[src/rtl/t03_combat_pkg.sv]
// rtl/t03_combat_pkg.sv - shared player/game state encodings for the combat resolver
package t03_combat_pkg;

    typedef enum logic [1:0] {
        PS_INIT     = 2'd0,
        PS_PUNCHING = 2'd1,
        PS_BLOCKING = 2'd2
    } player_state_t;

    typedef enum logic [1:0] {
        GS_WAIT  = 2'd0,
        GS_FIGHT = 2'd1,
        GS_OVER  = 2'd2
    } game_state_t;

    localparam logic [1:0] WIN_NONE = 2'b00;

endpackage

[src/rtl/t03_hit_tracker.sv]
// rtl/t03_hit_tracker.sv - per-player punch rising-edge detect and invulnerability cooldown
module t03_hit_tracker
    import t03_combat_pkg::*;
#(
    parameter logic [5:0] HIT_COOLDOWN = 6'd30
) (
    input  logic       clk,
    input  logic       rst,
    input  logic       i_tick,
    input  logic       i_clear,
    input  logic [1:0] i_state,
    input  logic       i_resting,
    input  logic       i_hit,
    output logic       o_punch_land,
    output logic       o_block_active,
    output logic       o_cd_zero
);

    logic       w_punch_active;
    logic       r_prev_punch;
    logic [5:0] r_cooldown;

    assign w_punch_active = (i_state == PS_PUNCHING) && !i_resting;
    assign o_block_active = (i_state == PS_BLOCKING) && !i_resting;
    assign o_punch_land   = w_punch_active && !r_prev_punch;
    assign o_cd_zero      = (r_cooldown == 6'd0);

    always_ff @(posedge clk or posedge rst) begin
        if (rst) begin
            r_prev_punch <= 1'b0;
            r_cooldown   <= 6'd0;
        end else if (i_tick) begin
            r_prev_punch <= i_clear ? 1'b0 : w_punch_active;
            // A fresh hit reloads the window even while it is still counting down
            if (i_hit)
                r_cooldown <= HIT_COOLDOWN;
            else if (r_cooldown != 6'd0)
                r_cooldown <= r_cooldown - 6'd1;
        end
    end

endmodule

[src/rtl/t03_combat_resolver.sv]
// rtl/t03_combat_resolver.sv - two-player hit/block resolution, health and round state machine
module t03_combat_resolver
    import t03_combat_pkg::*;
#(
    parameter logic [3:0] MAX_HEALTH   = 4'd8,
    parameter logic [5:0] HIT_COOLDOWN = 6'd30,
    parameter logic [7:0] OVER_FRAMES  = 8'd180
) (
    input  logic       clk,
    input  logic       rst,
    input  logic       finished,
    input  logic       start,
    input  logic [1:0] p1_state,
    input  logic       p1_resting,
    input  logic [1:0] p2_state,
    input  logic       p2_resting,
    output logic [3:0] p1_health,
    output logic [3:0] p2_health,
    output logic       p1_hit,
    output logic       p2_hit,
    output logic       blocked,
    output logic [1:0] game_state,
    output logic [1:0] winner
);

    logic [1:0] r_state;
    logic [1:0] r_winner;
    logic [3:0] r_p1_health;
    logic [3:0] r_p2_health;
    logic       r_p1_hit;
    logic       r_p2_hit;
    logic       r_blocked;
    logic [7:0] r_over_cnt;

    logic       w_fight;
    logic       w_start_go;
    logic       w_p1_land, w_p1_block, w_p1_cd_zero;
    logic       w_p2_land, w_p2_block, w_p2_cd_zero;
    logic       w_p1_dmg, w_p2_dmg, w_blk;
    logic [3:0] w_p1_next, w_p2_next;

    assign w_fight    = (r_state == GS_FIGHT);
    assign w_start_go = (r_state == GS_WAIT) && start;

    // Damage to a player comes from the opponent's landing punch
    assign w_p1_dmg = w_fight && w_p2_land && !w_p1_block && w_p1_cd_zero;
    assign w_p2_dmg = w_fight && w_p1_land && !w_p2_block && w_p2_cd_zero;
    assign w_blk    = w_fight && ((w_p1_land && w_p2_block) || (w_p2_land && w_p1_block));

    assign w_p1_next = (w_p1_dmg && r_p1_health != 4'd0) ? r_p1_health - 4'd1 : r_p1_health;
    assign w_p2_next = (w_p2_dmg && r_p2_health != 4'd0) ? r_p2_health - 4'd1 : r_p2_health;

    t03_hit_tracker #(.HIT_COOLDOWN(HIT_COOLDOWN)) u_p1 (
        .clk            (clk),
        .rst            (rst),
        .i_tick         (finished),
        .i_clear        (w_start_go),
        .i_state        (p1_state),
        .i_resting      (p1_resting),
        .i_hit          (w_p1_dmg),
        .o_punch_land   (w_p1_land),
        .o_block_active (w_p1_block),
        .o_cd_zero      (w_p1_cd_zero)
    );

    t03_hit_tracker #(.HIT_COOLDOWN(HIT_COOLDOWN)) u_p2 (
        .clk            (clk),
        .rst            (rst),
        .i_tick         (finished),
        .i_clear        (w_start_go),
        .i_state        (p2_state),
        .i_resting      (p2_resting),
        .i_hit          (w_p2_dmg),
        .o_punch_land   (w_p2_land),
        .o_block_active (w_p2_block),
        .o_cd_zero      (w_p2_cd_zero)
    );

    always_ff @(posedge clk or posedge rst) begin
        if (rst) begin
            r_state     <= GS_WAIT;
            r_winner    <= WIN_NONE;
            r_p1_health <= MAX_HEALTH;
            r_p2_health <= MAX_HEALTH;
            r_p1_hit    <= 1'b0;
            r_p2_hit    <= 1'b0;
            r_blocked   <= 1'b0;
            r_over_cnt  <= 8'd0;
        end else begin
            r_p1_hit  <= 1'b0;
            r_p2_hit  <= 1'b0;
            r_blocked <= 1'b0;
            if (finished) begin
                case (r_state)
                    GS_WAIT: begin
                        r_p1_health <= MAX_HEALTH;
                        r_p2_health <= MAX_HEALTH;
                        r_winner    <= WIN_NONE;
                        r_over_cnt  <= 8'd0;
                        if (start)
                            r_state <= GS_FIGHT;
                    end
                    GS_FIGHT: begin
                        r_p1_hit    <= w_p1_dmg;
                        r_p2_hit    <= w_p2_dmg;
                        r_blocked   <= w_blk;
                        r_p1_health <= w_p1_next;
                        r_p2_health <= w_p2_next;
                        r_over_cnt  <= 8'd0;
                        // Bit 1 flags P1 knocked out, bit 0 flags P2, so both gives a draw
                        if (w_p1_next == 4'd0 || w_p2_next == 4'd0) begin
                            r_state  <= GS_OVER;
                            r_winner <= {w_p1_next == 4'd0, w_p2_next == 4'd0};
                        end
                    end
                    GS_OVER: begin
                        if (r_over_cnt == OVER_FRAMES - 8'd1) begin
                            r_state     <= GS_WAIT;
                            r_p1_health <= MAX_HEALTH;
                            r_p2_health <= MAX_HEALTH;
                            r_winner    <= WIN_NONE;
                            r_over_cnt  <= 8'd0;
                        end else begin
                            r_over_cnt <= r_over_cnt + 8'd1;
                        end
                    end
                    default: r_state <= GS_WAIT;
                endcase
            end
        end
    end

    assign p1_health  = r_p1_health;
    assign p2_health  = r_p2_health;
    assign p1_hit     = r_p1_hit;
    assign p2_hit     = r_p2_hit;
    assign blocked    = r_blocked;
    assign game_state = r_state;
    assign winner     = r_winner;

endmodule
[config.mk]
export PLATFORM = sky130hd
export DESIGN_NAME = t03_combat_resolver
export DESIGN_NICKNAME = d
export VERILOG_FILES = /design/src/rtl/t03_combat_pkg.sv /design/src/rtl/t03_hit_tracker.sv /design/src/rtl/t03_combat_resolver.sv
export SDC_FILE = /design/constraint.sdc
export NUM_CORES = 1
export LEC_CHECK = 0
export ABC_AREA = 1
export BUFFER_PORTS_ARGS = -buffer_cell sky130_fd_sc_hd__buf_2
export CORE_ASPECT_RATIO = 2
export CORE_UTILIZATION = 55
export DETAILED_ROUTE_END_ITERATION = 6
export PLACE_DENSITY = 0.81
export SLEW_MARGIN = 30
export SYNTH_ARGS = -nofsm -noshare
export SYNTH_HDL_FRONTEND = slang
export SYNTH_SLANG_ARGS = --single-unit
[constraint.sdc]
create_clock -name clk -period 4.2 [get_ports clk]
set_input_delay 0.21 -clock clk [delete_from_list [all_inputs] [get_ports clk]]
set_output_delay 0.21 -clock clk [all_outputs]
set_load 0.01 [all_outputs]
Word-level counts from Yosys, hierarchy flattened
Index checks and enable logic that the tools add are counted.
{"block": "word_totals", "rom_bits": 0, "memories": 0, "word_cells": 98, "mem_bits_rw": 0, "latchBits": 0, "inputBits": 10, "ff_bits": 37, "out_inout_bits": 15}
{"block": "classes", "div_mod_pow": 0, "reduce_logical": 46, "eq_ne": 10, "multipliers": 0, "order_cmp": 0, "muxes": 25, "n_bitwise": 0, "shift": 0, "n_addsub": 5}
{"op": "two-way mux 6 bit", "count": 4}
{"op": "one-hot mux 4 bit (3 select lines)", "count": 2}
{"op": "logical AND 1 bit", "count": 18}
{"op": "one-hot mux 8 bit (2 select lines)", "count": 1}
{"op": "zero test 6 bit", "count": 2}
{"op": "two-way mux 4 bit", "count": 3}
{"op": "one-hot mux 2 bit (3 select lines)", "count": 2}
{"op": "nonzero test 6 bit", "count": 2}
{"op": "subtractor 6 x 1 -> 6 bit, second input constant", "count": 2}
{"op": "adder 8 x 1 -> 8 bit, second input constant", "count": 1}
{"op": "== test 8 bit, second input constant", "count": 1}
{"op": "zero test 4 bit", "count": 2}
{"op": "two-way mux 1 bit", "count": 8}
{"op": "two-way mux 2 bit", "count": 4}
{"op": "two-way mux 8 bit", "count": 1}
{"op": "AND reduction 4 bit", "count": 2}
{"op": "nonzero test 4 bit", "count": 2}
{"op": "subtractor 4 x 1 -> 4 bit, second input constant", "count": 2}
{"op": "== test 2 x 1 -> 1 bit, second input constant", "count": 3}
{"op": "== test 2 bit, second input constant", "count": 3}
{"op": "zero test 1 bit", "count": 6}
{"op": "AND reduction 2 bit", "count": 3}
{"op": "nonzero test 2 bit", "count": 3}
{"op": "!= test 2 bit, second input constant", "count": 2}
{"op": "other kinds (6)", "count": 7}

Depth between registers and ports, before layout
{"block": "depth", "depth_word": 12, "ltp_mapped": 14, "mapped_depth_nobuf": 14}

Hierarchy
Synthesis repeated with hierarchy kept, for this count alone.
{"block": "hier_totals", "cells_unflattened": 316, "area_unflattened_um2": 2391.0}
{"module": "t03_combat_resolver", "seq_area_each_um2": 578.1, "area_each_um2": 1422.6, "instances": 1, "cells_each": 184}
{"module": "t03_hit_tracker", "seq_area_each_um2": 175.2, "area_each_um2": 484.2, "instances": 2, "cells_each": 66}

Worst setup path before layout
No wires, ideal clock.
{"block": "synth_timing", "path_type": "register -> register", "start": "reg u_p1.r_cooldown[0]", "end": "reg r_winner[0], in the netlist winner[0]", "required_ns": 4.083, "period_less_slack_ns": 1.690, "n_path_buf": 0, "setup_ns": 0.117, "stages_incl_launch_ff": 14, "path_slack_ns": 2.510, "arrival_time_ns": 1.573, "path_cell_list": "dfrtp_1 > inv_1 > ha_1 > nand2_1 > nor3_4 > nand3_1 > nand2_1 > nand2_1 > nor2_2 > nand2_1 > nand3_2 > nand2_1 > nand2_1 > nand2_1"}
{"block": "synth_between", "elab_chain_cells": 8}
{"element": "start, declared", "line": "t03_hit_tracker.sv:21", "source": "logic [5:0] r_cooldown;"}
{"element": "start signal, assigned", "line": "t03_hit_tracker.sv:38", "source": "r_cooldown <= r_cooldown - 6'd1;"}
{"element": "zero test 6 bit", "line": "t03_hit_tracker.sv:26", "source": "assign o_cd_zero = (r_cooldown == 6'd0);"}
{"element": "logical AND 1 bit", "line": "t03_combat_resolver.sv:46", "source": "assign w_p1_dmg = w_fight && w_p2_land && !w_p1_block && w_p1_cd_zero;"}
{"element": "logical AND 1 bit", "line": "t03_combat_resolver.sv:50", "source": "assign w_p1_next = (w_p1_dmg && r_p1_health != 4'd0) ? r_p1_health - 4'd1 : r_p1_health;"}
{"element": "two-way mux 4 bit", "line": "t03_combat_resolver.sv:50"}
{"element": "zero test 4 bit", "line": "t03_combat_resolver.sv:111", "source": "if (w_p1_next == 4'd0 || w_p2_next == 4'd0) begin"}
{"element": "logical OR 1 bit", "line": "t03_combat_resolver.sv:111"}
{"element": "!= test 2 x 1 -> 1 bit (no line)"}
{"element": "AND reduction 4 bit (no line)"}
{"element": "end signal, assigned", "line": "t03_combat_resolver.sv:113", "source": "r_winner <= {w_p1_next == 4'd0, w_p2_next == 4'd0};"}
{"element": "end, declared", "line": "t03_combat_resolver.sv:27", "source": "logic [1:0] r_winner;"}
No other way between the ends.
A chain may end at the register's enable or synchronous reset.

Final worst setup path
{"block": "layout_timing", "start": "reg r_over_cnt[0]", "end": "reg r_winner[0], in the netlist winner[0]"}
{"block": "layout_between", "elab_chain_cells": 3}
{"element": "start, declared", "line": "t03_combat_resolver.sv:33", "source": "logic [7:0] r_over_cnt;"}
{"element": "start signal, assigned", "line": "t03_combat_resolver.sv:124", "source": "r_over_cnt <= r_over_cnt + 8'd1;"}
{"element": "== test 8 bit", "line": "t03_combat_resolver.sv:117", "source": "if (r_over_cnt == OVER_FRAMES - 8'd1) begin"}
{"element": "!= test 2 bit (no line)"}
{"element": "AND reduction 4 bit (no line)"}
No other way between the ends.

==> metrics.txt <==
outcome finished, final reports clean; Achievable Freq 0.500 GHz; Crit path required time 4380 ps; met1 WL 1770 µm; top_reg_cell synth dfrtp_1; warnings from Yosys 0; Worst EP arrival 2180 ps; n_diodes 0; Final period util 47.7%; initial antenna violation count 0; CTS Buf Count 5; Initial Util 57.4%; Chip Height 91.5 µm; setup slack, reg-to-reg 2200 ps; syn_nets 314; final WL 4530 µm; Critical path origin r_over_cnt[0]; Via Count 1958; setup tns final 0 ps; worst setup margin 2200 ps; register bit count reported by yosys 37; Clk pin slew, worst setup/hold paths 70 ps; Gate Count Post-Synth 295; largest net degree at the start of global routing 38; max cap viols 0; GRT Total Usage 25.0%; met2 WL 2490 µm; global route overflow 0; # resized after CTS 0; Clk pwr share 22.8%; Detail Route Antenna Nets 0; H-tree Lvls 2; EDFF count, synth 0; Avg Cell Area, Syn 7.47 µm²; CTS Sinks 37; logic gate share of total power 32.4%; unique cell type count in the Yosys netlist 33; core box area 0.00384 mm²; VDD IR max 0.296 mV; CTS root buf clkbuf_8; Detailed Place HPWL 3580 µm; critical setup path kind reg -> reg; routed vias/inst 5.19; Port Buffer Count 24; Placer Congestion 0.848; vias in the first global route 1980; register area share after synthesis 42.1%; DR iter-0 viols 60; post-CTS setup buffer count 0; Top Ports 25; # DRC 0; pre-CTS setup slack 2190 ps; average wire per standard cell 12.0 µm; Non-Filler Instances 377; RSZ-0062 raised after global routing no; Core Util, Final 64.4%; global-route wire length before repair 7960 µm; Clock Latency Late Sink 290 ps; fin. max-slew vios 0; CTS tree built; met3 WL post-DR 140 µm; share of layout cells above drive strength 1 15.6%; clock skew 7.66 ps; Syn Std Cell Area 0.00220 mm²; Pint 684 µW; row count 32; Horiz. Die Dim 46.8 µm; Synth async-reset ratio 100%; min cycle time layout 2000 ps; NumNets Final 344; Hold Buf Count CTS 0; leak pwr 1.28 nW; CP Launch Type register; Switching Share 38.0%; Die ar. 0.00428 mm²; Worst Tran Pin Value 787 ps; critical path capture point type register; worst-path fanout max 12; type of the most critical hold path in -> async; most frequent cells in the layout 69 x nand2_1, 50 x inv_1, 35 x dfrtp_1; layout filler cell count 366; Seq pwr share 44.8%; drt pass-1 iters 4; RR Endpoint winner[0]; Final setup viols 0; Clock Tree Buf Depth 2; worst r2r src r_over_cnt[0]; most common cell after layout, fill and taps aside nand2_1; power per cell area 446 mW/mm²; Sw Pwr 420 µW; Fin. Hold Viols 0; headroom to the max-slew limit 47.3%; Area Overhead vs Synth 12.3%; placed cell count 369; highest routing layer actually used met4; Worst Reg2Reg Path Length in Cells 10
[flip-flops by register name (all words and copies together) (netlist names)]
signal,flops
u_p2.r_prev_punch,1
u_p1.r_prev_punch,1
p2_hit,1
p2_health,4
p1_health,4
game_state,2
p1_hit,1
u_p2.r_cooldown,6
u_p1.r_cooldown,6
r_over_cnt,8
blocked,1
winner,2
[cell usage after synthesis, types with 2 or more instances]
cell type  count  share of area, %
nand2_1       69                12
inv_1         50               8.5
dfrtp_1       35                40
nor2_1        25               4.3
nand3_1       23               5.2
o21ai_0       18               4.1
nand4_1       12               3.4
ha_1           9               5.1
nor3_1         9               2.0
xor2_1         5               2.0
a21oi_1        4              0.91
inv_2          4              0.68
nand2_2        4               1.1
nor2_2         3              0.85
o22ai_1        3              0.85
buf_2          2              0.45
dfstp_2        2               2.4
nand3b_1       2              0.68
nor2_4         2               1.0
[per-layer routing]
metal / track usage [%] / up-vias
met5: 0 / -
met4: 10.7 / 0
met3: 5.37 / 11
met2: 44.0 / 40
met1: 26.3 / 907
li1: - / 1000
[stage by stage]
step	instance area (µm²)	hold slack, ps	power [mW]
finish	2480	6.54	1.10
global route	2480	89.8	1.19
CTS	2480	32.8	1.11
detailed placement	2390	340	0.860
global placement	2390	339	0.842
floorplan	2200	388	0.767
[critical path: stages, from the launching register on]
cell	delay [ps]
dfrtp_1	350
ha_1	150
inv_1	50
nor3_1	140
nand4_1	100
nand2_1	110
inv_1	80
nor2_1	610
nand2_1	160
nand2_1	90
nand2_1	50
[power groups by stage]
stage	Clock [mW]	Sequential [mW]	Combinational [mW]
final	0.252	0.495	0.357
after global routing	0.273	0.505	0.409
after CTS	0.257	0.494	0.362
after detailed placement	0	0.500	0.360
after global placement	0	0.498	0.344
after floorplan	0	0.489	0.278
[layout make-up]
cell class                 count  area, µm²  area share, %
clock buffer                   8       90.1           3.64
timing repair buffer          25        128           5.15
multi-input combinational    200       1050           42.6
inverter                      56        211           8.54
tap                           51       63.8           2.58
sequential                    37        928           37.5
[how the worst max path moves through the flow]
stage	to	slack, ps	cells after the start
after floorplan	winner[0]	2510	13
after global placement	winner[0]	2280	10
after detailed placement	winner[0]	2190	10
after CTS	winner[0]	2190	10
after global routing	winner[0]	2040	10
final	winner[0]	2200	10
[cells by family after synthesis]
| kind of cell | after synthesis | share of synthesized area (%) |
|---|---|---|
| buffers and inverters | 58 | 10.0 |
| adder cells (fa/ha/maj) | 9 | 5.11 |
| XOR/XNOR | 6 | 2.38 |
| flip-flops | 37 | 42.1 |
| AO/OA/AOI/OAI | 30 | 7.44 |
| AND/OR/NAND/NOR | 155 | 32.9 |
(Power assumes the default switching activity.)
